==> src/rtl/uart_pkg.sv <==
// ---------------------------------------------------------------------------
// uart_pkg
// Shared definitions for the UART receive port: receive FSM state encoding,
// port-window register offsets, STATUS bit positions and the default bit
// period (50 MHz / 115200 baud).
// ---------------------------------------------------------------------------
package uart_pkg;

  typedef enum logic [2:0] {
    ST_IDLE      = 3'd0,
    ST_START     = 3'd1,
    ST_DATA      = 3'd2,
    ST_STOP      = 3'd3,
    ST_WAIT_IDLE = 3'd4
  } rx_state_e;

  // Register window offsets (selected by the 1-bit addr line)
  localparam logic ADDR_DATA   = 1'b0;
  localparam logic ADDR_STATUS = 1'b1;

  // STATUS register bit positions
  localparam int STAT_NOT_EMPTY = 0;
  localparam int STAT_FULL      = 1;
  localparam int STAT_OVERRUN   = 2;
  localparam int STAT_FRAMING   = 3;

  localparam int DEFAULT_CLKS_PER_BIT = 434;

endpackage : uart_pkg

==> src/rtl/uart_rx_port_if.sv <==
// ---------------------------------------------------------------------------
// uart_rx_port_if
// CPU port-bus window of the UART receiver.
//   en       access strobe (already qualified by the port-ID decode)
//   wr       1 = write, 0 = read
//   addr     register select: 0 = DATA, 1 = STATUS
//   data_in  CPU write data
//   data_out registered read data of the selected register
//   rx_ready FIFO not empty, registered
// master = CPU side, slave = receiver side.
// ---------------------------------------------------------------------------
interface uart_rx_port_if;
  logic       en;
  logic       wr;
  logic       addr;
  logic [7:0] data_in;
  logic [7:0] data_out;
  logic       rx_ready;

  modport master (output en, wr, addr, data_in, input  data_out, rx_ready);
  modport slave  (input  en, wr, addr, data_in, output data_out, rx_ready);
endinterface : uart_rx_port_if

==> src/rtl/sync_fifo.sv <==
// ---------------------------------------------------------------------------
// sync_fifo
// Single-clock FIFO, 2**DEPTH_LOG2 entries of WIDTH bits.
//   clk, reset      clock, synchronous active-low reset
//   push_i/data_i   write request and data
//   pop_i           read request (ignored while empty)
//   head_o          entry at the read pointer (stale value while empty)
//   full_o/empty_o  occupancy flags
//   drop_o          push rejected because the FIFO was full with no pop
// A push and a pop together while full both succeed.
// ---------------------------------------------------------------------------
module sync_fifo #(
  parameter int WIDTH      = 8,
  parameter int DEPTH_LOG2 = 4
) (
  input  logic             clk,
  input  logic             reset,
  input  logic             push_i,
  input  logic [WIDTH-1:0] push_data_i,
  input  logic             pop_i,
  output logic [WIDTH-1:0] head_o,
  output logic             full_o,
  output logic             empty_o,
  output logic             drop_o
);

  localparam int DEPTH = 1 << DEPTH_LOG2;

  logic [WIDTH-1:0]      mem_q [DEPTH];
  logic [DEPTH_LOG2-1:0] wr_ptr_q;
  logic [DEPTH_LOG2-1:0] rd_ptr_q;
  logic [DEPTH_LOG2:0]   count_q;
  logic                  do_push;
  logic                  do_pop;

  assign empty_o = (count_q == '0);
  assign full_o  = (count_q == (DEPTH_LOG2+1)'(DEPTH));
  assign do_pop  = pop_i && !empty_o;
  // A simultaneous pop frees the slot, so a push into a full FIFO still lands.
  assign do_push = push_i && (!full_o || do_pop);
  assign drop_o  = push_i && !do_push;
  assign head_o  = mem_q[rd_ptr_q];

  // NOTE: sequential state uses non-blocking assignments so every register
  // samples pre-edge values regardless of statement order.
  always_ff @(posedge clk) begin
    if (!reset) begin
      wr_ptr_q <= '0;
      rd_ptr_q <= '0;
      count_q  <= '0;
    end else begin
      if (do_push) wr_ptr_q <= wr_ptr_q + DEPTH_LOG2'(1);
      if (do_pop)  rd_ptr_q <= rd_ptr_q + DEPTH_LOG2'(1);
      case ({do_push, do_pop})
        2'b10:   count_q <= count_q + 1'b1;
        2'b01:   count_q <= count_q - 1'b1;
        default: count_q <= count_q;
      endcase
    end
  end

  // NOTE: the storage array is deliberately not reset; emptiness is tracked
  // by count_q, and leaving the array reset-free lets it map to plain RAM.
  always_ff @(posedge clk) begin
    if (do_push) mem_q[wr_ptr_q] <= push_data_i;
  end

endmodule : sync_fifo

==> src/rtl/uart_rx_port.sv <==
// ---------------------------------------------------------------------------
// uart_rx_port
// 8N1 UART receiver with a 16-entry receive FIFO behind a two-register
// PicoBlaze port window (DATA at addr 0, STATUS at addr 1).
//   clk    system clock
//   reset  synchronous active-low reset
//   rxd    asynchronous serial input, idles high
//   bus    port window (uart_rx_port_if.slave)
// A DATA read pops the FIFO head; STATUS is write-one-to-clear for the
// sticky overrun (bit 2) and framing (bit 3) flags.
// ---------------------------------------------------------------------------
module uart_rx_port
  import uart_pkg::*;
#(
  parameter int CLKS_PER_BIT    = DEFAULT_CLKS_PER_BIT,
  parameter int FIFO_DEPTH_LOG2 = 4
) (
  input  logic           clk,
  input  logic           reset,
  input  logic           rxd,
  uart_rx_port_if.slave  bus
);

  localparam int CNT_W = $clog2(CLKS_PER_BIT);
  localparam logic [CNT_W-1:0] HALF_LOAD = CNT_W'(CLKS_PER_BIT / 2 - 1);
  localparam logic [CNT_W-1:0] FULL_LOAD = CNT_W'(CLKS_PER_BIT - 1);

  logic             sync1_q, sync2_q;
  rx_state_e        state_q;
  logic [CNT_W-1:0] cnt_q;
  logic [2:0]       bit_idx_q;
  logic [7:0]       shift_q;
  logic             overrun_q, framing_q;
  logic [7:0]       data_out_q;
  logic             rx_ready_q;

  logic       sample_tick, push, framing_evt, pop, stat_wr;
  logic [7:0] fifo_head;
  logic       fifo_full, fifo_empty, fifo_drop;
  logic [7:0] status, rd_data;
  logic       unused_data_bits;

  // Two-flop synchronizer; resets to the idle (high) line level.
  always_ff @(posedge clk) begin
    if (!reset) begin
      sync1_q <= 1'b1;
      sync2_q <= 1'b1;
    end else begin
      sync1_q <= rxd;
      sync2_q <= sync1_q;
    end
  end

  assign sample_tick = (cnt_q == '0);
  // The byte is pushed on the same edge the stop bit is sampled.
  assign push        = (state_q == ST_STOP) && sample_tick && sync2_q;
  assign framing_evt = (state_q == ST_STOP) && sample_tick && !sync2_q;
  assign pop         = bus.en && !bus.wr && (bus.addr == ADDR_DATA);
  assign stat_wr     = bus.en &&  bus.wr && (bus.addr == ADDR_STATUS);

  always_ff @(posedge clk) begin
    if (!reset) begin
      state_q   <= ST_IDLE;
      cnt_q     <= '0;
      bit_idx_q <= '0;
      shift_q   <= '0;
    end else begin
      unique case (state_q)
        ST_IDLE: begin
          if (!sync2_q) begin
            cnt_q   <= HALF_LOAD;  // land the start sample at mid-bit
            state_q <= ST_START;
          end
        end
        ST_START: begin
          if (!sample_tick) begin
            cnt_q <= cnt_q - 1'b1;
          end else if (sync2_q) begin
            state_q <= ST_IDLE;    // line back high: glitch, not a start bit
          end else begin
            cnt_q     <= FULL_LOAD;
            bit_idx_q <= '0;
            state_q   <= ST_DATA;
          end
        end
        ST_DATA: begin
          if (!sample_tick) begin
            cnt_q <= cnt_q - 1'b1;
          end else begin
            shift_q <= {sync2_q, shift_q[7:1]};  // LSB arrives first
            cnt_q   <= FULL_LOAD;
            if (bit_idx_q == 3'd7) state_q <= ST_STOP;
            else                   bit_idx_q <= bit_idx_q + 1'b1;
          end
        end
        ST_STOP: begin
          if (!sample_tick)  cnt_q   <= cnt_q - 1'b1;
          else if (sync2_q)  state_q <= ST_IDLE;
          else               state_q <= ST_WAIT_IDLE;
        end
        ST_WAIT_IDLE: begin
          if (sync2_q) state_q <= ST_IDLE;
        end
        default: state_q <= ST_IDLE;
      endcase
    end
  end

  sync_fifo #(
    .WIDTH      (8),
    .DEPTH_LOG2 (FIFO_DEPTH_LOG2)
  ) u_fifo (
    .clk         (clk),
    .reset       (reset),
    .push_i      (push),
    .push_data_i (shift_q),
    .pop_i       (pop),
    .head_o      (fifo_head),
    .full_o      (fifo_full),
    .empty_o     (fifo_empty),
    .drop_o      (fifo_drop)
  );

  // NOTE: every always_comb output gets a default first so no path can
  // leave it unassigned and infer a latch.
  always_comb begin
    status                 = '0;
    status[STAT_NOT_EMPTY] = !fifo_empty;
    status[STAT_FULL]      = fifo_full;
    status[STAT_OVERRUN]   = overrun_q;
    status[STAT_FRAMING]   = framing_q;
    rd_data                = status;
    if (bus.addr == ADDR_DATA) rd_data = fifo_empty ? 8'h00 : fifo_head;
  end

  // Sticky flags: a set event in the same cycle as a clear wins.
  always_ff @(posedge clk) begin
    if (!reset) begin
      overrun_q  <= 1'b0;
      framing_q  <= 1'b0;
      data_out_q <= 8'h00;
      rx_ready_q <= 1'b0;
    end else begin
      overrun_q  <= fifo_drop   | (overrun_q & ~(stat_wr & bus.data_in[STAT_OVERRUN]));
      framing_q  <= framing_evt | (framing_q & ~(stat_wr & bus.data_in[STAT_FRAMING]));
      data_out_q <= rd_data;
      rx_ready_q <= !fifo_empty;
    end
  end

  assign bus.data_out = data_out_q;
  assign bus.rx_ready = rx_ready_q;

  // Only the two W1C bits of the write data carry meaning.
  assign unused_data_bits = ^{bus.data_in[7:4], bus.data_in[1:0]};

endmodule : uart_rx_port

==> src/flat_wrapper.sv <==
// flat-port wrapper written by rule: the top's interface ports become plain ports
module uart_rx_port_flat import uart_pkg::*;
#(
  parameter int CLKS_PER_BIT    = DEFAULT_CLKS_PER_BIT,
  parameter int FIFO_DEPTH_LOG2 = 4
)
  (clk, reset, rxd, bus_en, bus_wr, bus_addr, bus_data_in, bus_data_out, bus_rx_ready);
  uart_rx_port_if bus_i ();
  input  logic clk;
  input  logic reset;
  input  logic rxd;
  input wire logic [$bits(bus_i.en)-1:0] bus_en;
  input wire logic [$bits(bus_i.wr)-1:0] bus_wr;
  input wire logic [$bits(bus_i.addr)-1:0] bus_addr;
  input wire logic [$bits(bus_i.data_in)-1:0] bus_data_in;
  output wire logic [$bits(bus_i.data_out)-1:0] bus_data_out;
  output wire logic [$bits(bus_i.rx_ready)-1:0] bus_rx_ready;
  assign bus_i.en = bus_en;
  assign bus_i.wr = bus_wr;
  assign bus_i.addr = bus_addr;
  assign bus_i.data_in = bus_data_in;
  assign bus_data_out = bus_i.data_out;
  assign bus_rx_ready = bus_i.rx_ready;
  uart_rx_port #(.CLKS_PER_BIT(CLKS_PER_BIT), .FIFO_DEPTH_LOG2(FIFO_DEPTH_LOG2)) u_core (.clk(clk), .reset(reset), .rxd(rxd), .bus(bus_i));
endmodule
==> config.mk <==
export PLATFORM = sky130hd
export DESIGN_NAME = uart_rx_port_flat
export DESIGN_NICKNAME = d
export VERILOG_FILES = /design/src/rtl/uart_pkg.sv /design/src/rtl/uart_rx_port_if.sv /design/src/rtl/sync_fifo.sv /design/src/rtl/uart_rx_port.sv /design/src/flat_wrapper.sv
export SDC_FILE = /design/constraint.sdc
export NUM_CORES = 1
export LEC_CHECK = 0
export CAP_MARGIN = 40
export CELL_PAD_IN_SITES_DETAIL_PLACEMENT = 2
export CELL_PAD_IN_SITES_GLOBAL_PLACEMENT = 2
export CORE_ASPECT_RATIO = 1.5
export CORE_MARGIN = 8
export CORE_UTILIZATION = 38
export CTS_BUF_LIST = sky130_fd_sc_hd__clkbuf_8 sky130_fd_sc_hd__clkbuf_16
export CTS_CLUSTER_SIZE = 16
export DETAILED_ROUTE_END_ITERATION = 6
export GPL_ROUTABILITY_DRIVEN = 0
export PLACE_DENSITY = 0.75
export SLEW_MARGIN = 20
export SYNTH_ARGS = -nofsm -noshare
export SYNTH_HDL_FRONTEND = slang
export SYNTH_SLANG_ARGS = --single-unit
==> constraint.sdc <==
create_clock -name clk -period 3.7 [get_ports clk]
set_clock_uncertainty 0.2 [all_clocks]
set_input_delay 0.37 -clock clk [delete_from_list [all_inputs] [get_ports clk]]
set_output_delay 0.37 -clock clk [all_outputs]
set_load 0.02 [all_outputs]
==> impl_metrics.toml, run 1 <==
[global_route]
grtUsageMet1_pct = 17.3
grt_pass1_vias = 4819
total_congestion_overflow_after_global_routing = 0
grt_pass1_wl_um = 28400
grt_util_met2_pct = 29.7
grt_start_max_net_pins = 45
antenna_found_initial = 0
most_used_routing_layer = "met2"
all_layer_gr_usage_pct = 15.7
grtUsageMet3_pct = 2.90

[worst_setup_path]
arrival_ps = 3500
crit_buf_inv = 2
critical_path.slowest_cell = "sky130_fd_sc_hd__or3b_4"
critical_path.startpoint_type = "flop"
worst-setup-path-type = "flop to flop"
timing.critical_path.max_delay_family = "simple AND/OR/NAND/NOR gates"
maximum_cell_stage_delay_along_the_critical_path_ps = 410
required_time_reported_for_the_critical_path_endpoint_ps = 3860
end_kind = "flop"
timing.critical_path.cells = "inv_1, ha_1, or3b_4, nor4_4, and2_1, inv_1, ha_2, xor2_1, ha_1, a21oi_2, a32o_1, a21oi_1, or3_1, a21boi_0"
crit_path_max_fanout = 8

[layout]
antenna_cells_inserted = 0
nets = 548
finish.cell_count_without_fillers = 796
syn2layout_area_growth_pct = 16.6
fraction_of_layout_instances_using_a_drive_strength_above_1_pct = 20.9

[synth]
synth_area_um2 = 7460
synthesis.instances = 489
synth_async_sr_flop_share_pct = 0
synthDominantCellAreaShare_pct = 51.5
ys_top_cells_by_area = "sky130_fd_sc_hd__edfxtp_1, sky130_fd_sc_hd__dfxtp_1, sky130_fd_sc_hd__mux4_2, sky130_fd_sc_hd__mux2i_1, sky130_fd_sc_hd__ha_1"
postSynthNetCount = 514
synthDominantAreaCellType = "sky130_fd_sc_hd__edfxtp_1"
netlist-cell-type-count = 61
synthesized_flop_and_latch_total = 181
synth-seq-area-share_pct = 65.7
synth_enable_flop_cells = 128
post_synth.cell_area_avg_um2 = 15.3
synth-warning-count = 0
synth_top_flop_cell = "sky130_fd_sc_hd__edfxtp_1"

[timing]
timing.final.crit_period_ps = 3350
setup_viol = 0
max_clock_freq_mhz = 299
timing.setup.tns_ps = 0
timing.slew.headroom_pct = 51.8
final_min_period_over_clock_period_pct = 90.5
worstMarginPinSlew_ps = 722
final_hold_viol_count = 0
rsz0062_at_grt = "no"
number_of_pins_with_negative_max_slew_slack_in_the_final_report = 0

[drt]
post-route-drc-count = 0
routed_antenna_nets = 0
route.detailed.wl_per_inst_um = 22.9
vias = 4147
detailed_routing_iteration_count_for_the_pre_antenna_repair_pass = 4
routed_wirelength_um = 18200
detailedRoute.firstIterationViolations = 246
via_per_inst = 5.21

[power_and_ir_drop]
power_per_standard_cell_area_nw_per_um2 = 493
p_leak_nw = 2.95
peakVddDrop_v = 0.000312

[die]
die_y_um = 188
die_area_um2 = 24500
chipWidth_um = 130
floorplan.initialDensity_pct = 38.2
design.portCount = 23
placement_rows = 63
core_region_area_um2 = 19500

[clock_network]
clock_tree.htree_level_count = 4
clkTransAtPathRegs_ps = 70
cts_hold_buffers_added = 0
clkSinkCount = 181
clock_latency_reported_for_the_late_side_of_the_worst_skew_pair_ps = 430
cts_tree = "yes"
cts_repair_resized_insts = 0
cts_post_setup_buffers_inserted = 0
clk_root_buffer_cell = "sky130_fd_sc_hd__clkbuf_16"
cts_inserted_buffers = 17
ctsLongestPathBuffers = 2

[min_path]
min-delay-path-class = "flop to flop"

[placement]
placed_cells_incl_taps = 764
hpwl_um = 12300
port-buffer-count = 16

[run_status]
run_status = "completed"

[job]
cap_violations = 0
==> worst register-to-register path, cell delays in order, from the launching register on <==
cell and delay, ps:
sky130_fd_sc_hd__dfxtp_1 340, sky130_fd_sc_hd__inv_1 80, sky130_fd_sc_hd__ha_1 180, sky130_fd_sc_hd__or3b_4 410
sky130_fd_sc_hd__nor4_4 290, sky130_fd_sc_hd__and2_1 210, sky130_fd_sc_hd__inv_1 70, sky130_fd_sc_hd__ha_2 250
sky130_fd_sc_hd__xor2_1 160, sky130_fd_sc_hd__ha_1 200, sky130_fd_sc_hd__a21oi_2 180, sky130_fd_sc_hd__a32o_1 190
sky130_fd_sc_hd__a21oi_1 50, sky130_fd_sc_hd__or3_1 310, sky130_fd_sc_hd__a21boi_0 150
==> through the flow <==
stage	hold slack [ps]	utilization [%]	cell area (um2)	setup WS, ps	power, W
detailed placement	203	41.1	8030	74.0	0.00234
global placement	189	41.0	8020	177	0.00233
finish	214	44.5	8700	353	0.00429
CTS	218	44.4	8680	70.4	0.00432
floorplan	186	-	7460	334	0.00230
global route	237	44.5	8700	94.3	0.00440
==> worst paths after layout <==
kind / depth (start not counted) / from / to / slack (ps)
max reg2reg: 14 / u_core.cnt_q[0] / u_core.u_fifo.count_q[4] / 350
max: 14 / u_core.cnt_q[0] / u_core.u_fifo.count_q[4] / 350
min: 1 / u_core.sync1_q / u_core.sync2_q / 210
min reg2reg: 1 / u_core.sync1_q / u_core.sync2_q / 210
==> cell usage after synthesis, types with 4 or more instances <==
library cell and n:
sky130_fd_sc_hd__xnor2_1 7, sky130_fd_sc_hd__nor3_1 7, sky130_fd_sc_hd__dfxtp_1 53, sky130_fd_sc_hd__or3_1 6, sky130_fd_sc_hd__mux2i_1 29, sky130_fd_sc_hd__ha_1 11, sky130_fd_sc_hd__nand2b_1 6, sky130_fd_sc_hd__nand2_1 17
sky130_fd_sc_hd__buf_2 11, sky130_fd_sc_hd__and2_1 11, sky130_fd_sc_hd__inv_1 11, sky130_fd_sc_hd__clkbuf_1 15, sky130_fd_sc_hd__o21ai_0 11, sky130_fd_sc_hd__nand4_1 4, sky130_fd_sc_hd__o22ai_1 6, sky130_fd_sc_hd__xor2_1 5
sky130_fd_sc_hd__a21boi_0 5, sky130_fd_sc_hd__nor2_1 28, sky130_fd_sc_hd__a21oi_1 10, sky130_fd_sc_hd__nand3_1 4, sky130_fd_sc_hd__edfxtp_1 128, sky130_fd_sc_hd__nor2b_1 16, sky130_fd_sc_hd__mux4_2 32
==> routing by layer <==
metal | vias to the layer above | share of wire (%)
li1 | 1921 | -
met1 | 2163 | 41
met2 | 45 | 56
met3 | 18 | 2.0
met4 | 0 | 1.2
met5 | - | 0
==> flip-flops by register name, summed over array words and instances (netlist names), 3 cells and up, named ones only <==
name,flops
u_core.bit_idx_q,3
u_core.bus.data_out,8
u_core.cnt_q,9
u_core.shift_q,8
u_core.state_q,3
u_core.u_fifo.count_q,5
u_core.u_fifo.mem_q,128
u_core.u_fifo.rd_ptr_q,4
u_core.u_fifo.wr_ptr_q,4
==> cell usage in the layout (no fill, tap or decap), drive strengths merged, types with 6 or more instances in the layout <==
cell           count
a21oi             11
and2              11
buf               30
clkbuf            17
clkdlybuf4s50     16
dfxtp             53
edfxtp           128
ha                11
inv               16
mux2i             29
mux4              32
nand2             17
nand2b             6
nor2              28
nor2b             16
nor3               8
o21ai             12
o22ai              6
or3                7
xnor2              7
==> logic make-up after synthesis <==
logic type               synth area share (%)
AO/OA/AOI/OAI                            5.72
XOR/XNOR                                 1.41
adder cells (fa/ha/maj)                  2.00
buffers and inverters                    2.55
flip-flops                               65.7
multiplexers                             13.6
AND/OR/NAND/NOR                          9.04
==> area by class of cell <==
type,instances,area (um2)
multi-input combinational,266,2380
tap,260,325
inverter,11,41.3
clock inverter,15,228
sequential,181,4900
timing repair buffer,46,393
fill,1955,10900
clock buffer,17,425
==> power by group <==
group	switching [W]	internal, W	leakage, nW
Combinational	0.0000773	0.0000578	1.02
Clock	0.000785	0.00121	0.314
Sequential	0.00000998	0.00215	1.61
Total	0.000872	0.00341	2.95
Note: power is estimated with default switching activity, not from simulation.
==> inputs of run 2 (changes only) <==
--- a/config.mk
+++ b/config.mk
@@ -12,10 +12,10 @@
 export CORE_MARGIN = 8
 export CORE_UTILIZATION = 38
 export CTS_BUF_LIST = sky130_fd_sc_hd__clkbuf_8 sky130_fd_sc_hd__clkbuf_16
-export CTS_CLUSTER_SIZE = 16
+export CTS_CLUSTER_SIZE = 12
 export DETAILED_ROUTE_END_ITERATION = 6
 export GPL_ROUTABILITY_DRIVEN = 0
-export PLACE_DENSITY = 0.75
+export PLACE_DENSITY_LB_ADDON = 0.1
 export SLEW_MARGIN = 20
 export SYNTH_ARGS = -nofsm -noshare
 export SYNTH_HDL_FRONTEND = slang
==> run 2 against run 1 <==
  * Non-clock buffer count is 4 higher
  * Total power is 5.4% lower
  * Sequential cell count stayed put
  * Clock power is 12% lower
  * Sequential share of layout area is 0.32 points higher
  * Count of clock-buffer cells in the layout stayed put
  * Critical path depth stayed put
  * Global-route usage is 0.32 points lower
  * Critical path type unchanged
  * Critical endpoint unchanged
==> impl_metrics.toml, run 2 (synthesized netlist as in run 1, its figures left out) <==
[drt]
routed_wirelength_um = 17500
detailed_routing_iteration_count_for_the_pre_antenna_repair_pass = 4
vias = 4217
via_per_inst = 5.27
detailedRoute.firstIterationViolations = 213
route.detailed.wl_per_inst_um = 21.9
post-route-drc-count = 0
routed_antenna_nets = 0

[die]
design.portCount = 23
chipWidth_um = 130
floorplan.initialDensity_pct = 38.2
placement_rows = 63
die_y_um = 188
core_region_area_um2 = 19500
die_area_um2 = 24500

[clock_network]
ctsLongestPathBuffers = 2
clkTransAtPathRegs_ps = 70
clock_latency_reported_for_the_late_side_of_the_worst_skew_pair_ps = 430
clock_tree.htree_level_count = 4
clkSinkCount = 181
cts_repair_resized_insts = 0
clk_root_buffer_cell = "sky130_fd_sc_hd__clkbuf_16"
cts_post_setup_buffers_inserted = 0
cts_hold_buffers_added = 0
cts_inserted_buffers = 17
cts_tree = "yes"

[layout]
syn2layout_area_growth_pct = 16.0
most_common_cell_after_layout_fill_and_taps_aside = "sky130_fd_sc_hd__edfxtp_1"
fin_util_pct = 44.3
largest_reg_flops = 128
fraction_of_layout_instances_using_a_drive_strength_above_1_pct = 21.1
layout_top_registers = "u_core.u_fifo.mem_q x128, u_core.cnt_q x9"
nets = 552
antenna_cells_inserted = 0
finish.cell_count_without_fillers = 800
commonest_non_fill_non_tap_cells_in_the_layout = "sky130_fd_sc_hd__edfxtp_1, sky130_fd_sc_hd__dfxtp_1, sky130_fd_sc_hd__mux4_2, sky130_fd_sc_hd__buf_4, sky130_fd_sc_hd__mux2i_1"
max_flop_register = "u_core.u_fifo.mem_q"
fillers = 1979

[power_and_ir_drop]
p_leak_nw = 2.93
internal_power_w = 0.00315
switching_power_share_of_the_total_pct = 22.2
net-switching-power_w = 0.000902
pwr-share-clk_pct = 43.3
p_seq_share_pct = 53.2
power_per_standard_cell_area_nw_per_um2 = 469
share_comb_of_total_power_pct = 3.5
peakVddDrop_v = 0.000297
report.power.total_w = 0.00406

[worst_setup_path]
end_kind = "flop"
crit_buf_inv = 2
worst-setup-path-type = "flop to flop"
crit_top_cell = "sky130_fd_sc_hd__ha_1"
maximum_cell_stage_delay_along_the_critical_path_ps = 410
critical_path.slowest_cell = "sky130_fd_sc_hd__or3b_4"
timing.critical_path.max_delay_family = "simple AND/OR/NAND/NOR gates"
arrival_ps = 3490
required_time_reported_for_the_critical_path_endpoint_ps = 3860
timing.critical_path.cells = "inv_1, ha_1, or3b_4, nor4_4, and2_1, inv_1, ha_1, xor2_1, ha_1, a21oi_1, a32o_1, a21oi_1, or3_1, a21boi_0"
critical_path.startpoint_type = "flop"
crit_path_max_fanout = 5

[global_route]
grt_pass1_vias = 4748
grt_start_max_net_pins = 45
antenna_found_initial = 0
total_congestion_overflow_after_global_routing = 0
all_layer_gr_usage_pct = 15.4
grt_pass1_wl_um = 27800

[placement]
hpwl_um = 12200
placed_cells_incl_taps = 767
port-buffer-count = 16

[timing]
fin_hold_ws_ps = 212
timing.slew.headroom_pct = 48.6
timing.final.crit_period_ps = 3340
worstMarginPinSlew_ps = 764
setup_viol = 0
timing.setup.tns_ps = 0
final_min_period_over_clock_period_pct = 90.2
final_hold_viol_count = 0
number_of_pins_with_negative_max_slew_slack_in_the_final_report = 0
rsz0062_at_grt = "no"
max_clock_freq_mhz = 300

[run_status]
run_status = "completed"

[min_path]
min-delay-path-class = "flop to flop"

[job]
cap_violations = 0
## run 2: metrics by stage
step	setup slack, ps	area, um2
4_1_cts	205	8630
2_1_floorplan	334	7460
5_1_grt	104	8650
6_report	364	8650
3_5_place_dp	209	8060
3_3_place_gp	232	8040
## run 2: final cells by class
class / instances / area [um2] / share of cell area [%]
clock inverter: 15 / 144 / 1.66
timing repair buffer: 50 / 435 / 5.03
clock buffer: 17 / 425 / 4.92
inverter: 11 / 41.3 / 0.477
multi-input combinational: 266 / 2370 / 27.4
sequential: 181 / 4910 / 56.7
tap: 260 / 325 / 3.76
## run 2: power groups by stage
stage	Combinational [W]	Clock (W)	Sequential [W]
after floorplan	0.0000993	0	0.00220
after global placement	0.000137	0	0.00220
after detailed placement	0.000141	0	0.00220
after CTS	0.000142	0.00180	0.00216
after global routing	0.000155	0.00188	0.00216
final	0.000141	0.00176	0.00216
## run 2: layer usage
layer  global-route usage [%]  part of all wire [%]  vias up
met2                     28.8                    57       57
met4                     4.70                   1.5        0
met1                     17.0                    39     2214
li1                         -                     -     1932
met3                     2.87                   2.1       14
met5                        0                     0        -
## run 2: final timing paths
check | from | end | slack (ps) | depth (start not counted)
max | u_core.cnt_q[0] | u_core.u_fifo.count_q[4] | 360 | 14
min | u_core.sync1_q | u_core.sync2_q | 210 | 1
max reg2reg | u_core.cnt_q[0] | u_core.u_fifo.count_q[4] | 360 | 14
min reg2reg | u_core.sync1_q | u_core.sync2_q | 210 | 1
## run 2: worst reg2reg max path, delay by kind of cell, from the launching register on
| kind | cells | cell delay [ps] |
|---|---|---|
| simple gates | 4 | 1220 |
| buf+inv | 2 | 130 |
| flops | 1 | 340 |
| compound gates | 4 | 660 |
| xor+xnor | 1 | 150 |
| fa+ha+maj | 3 | 580 |
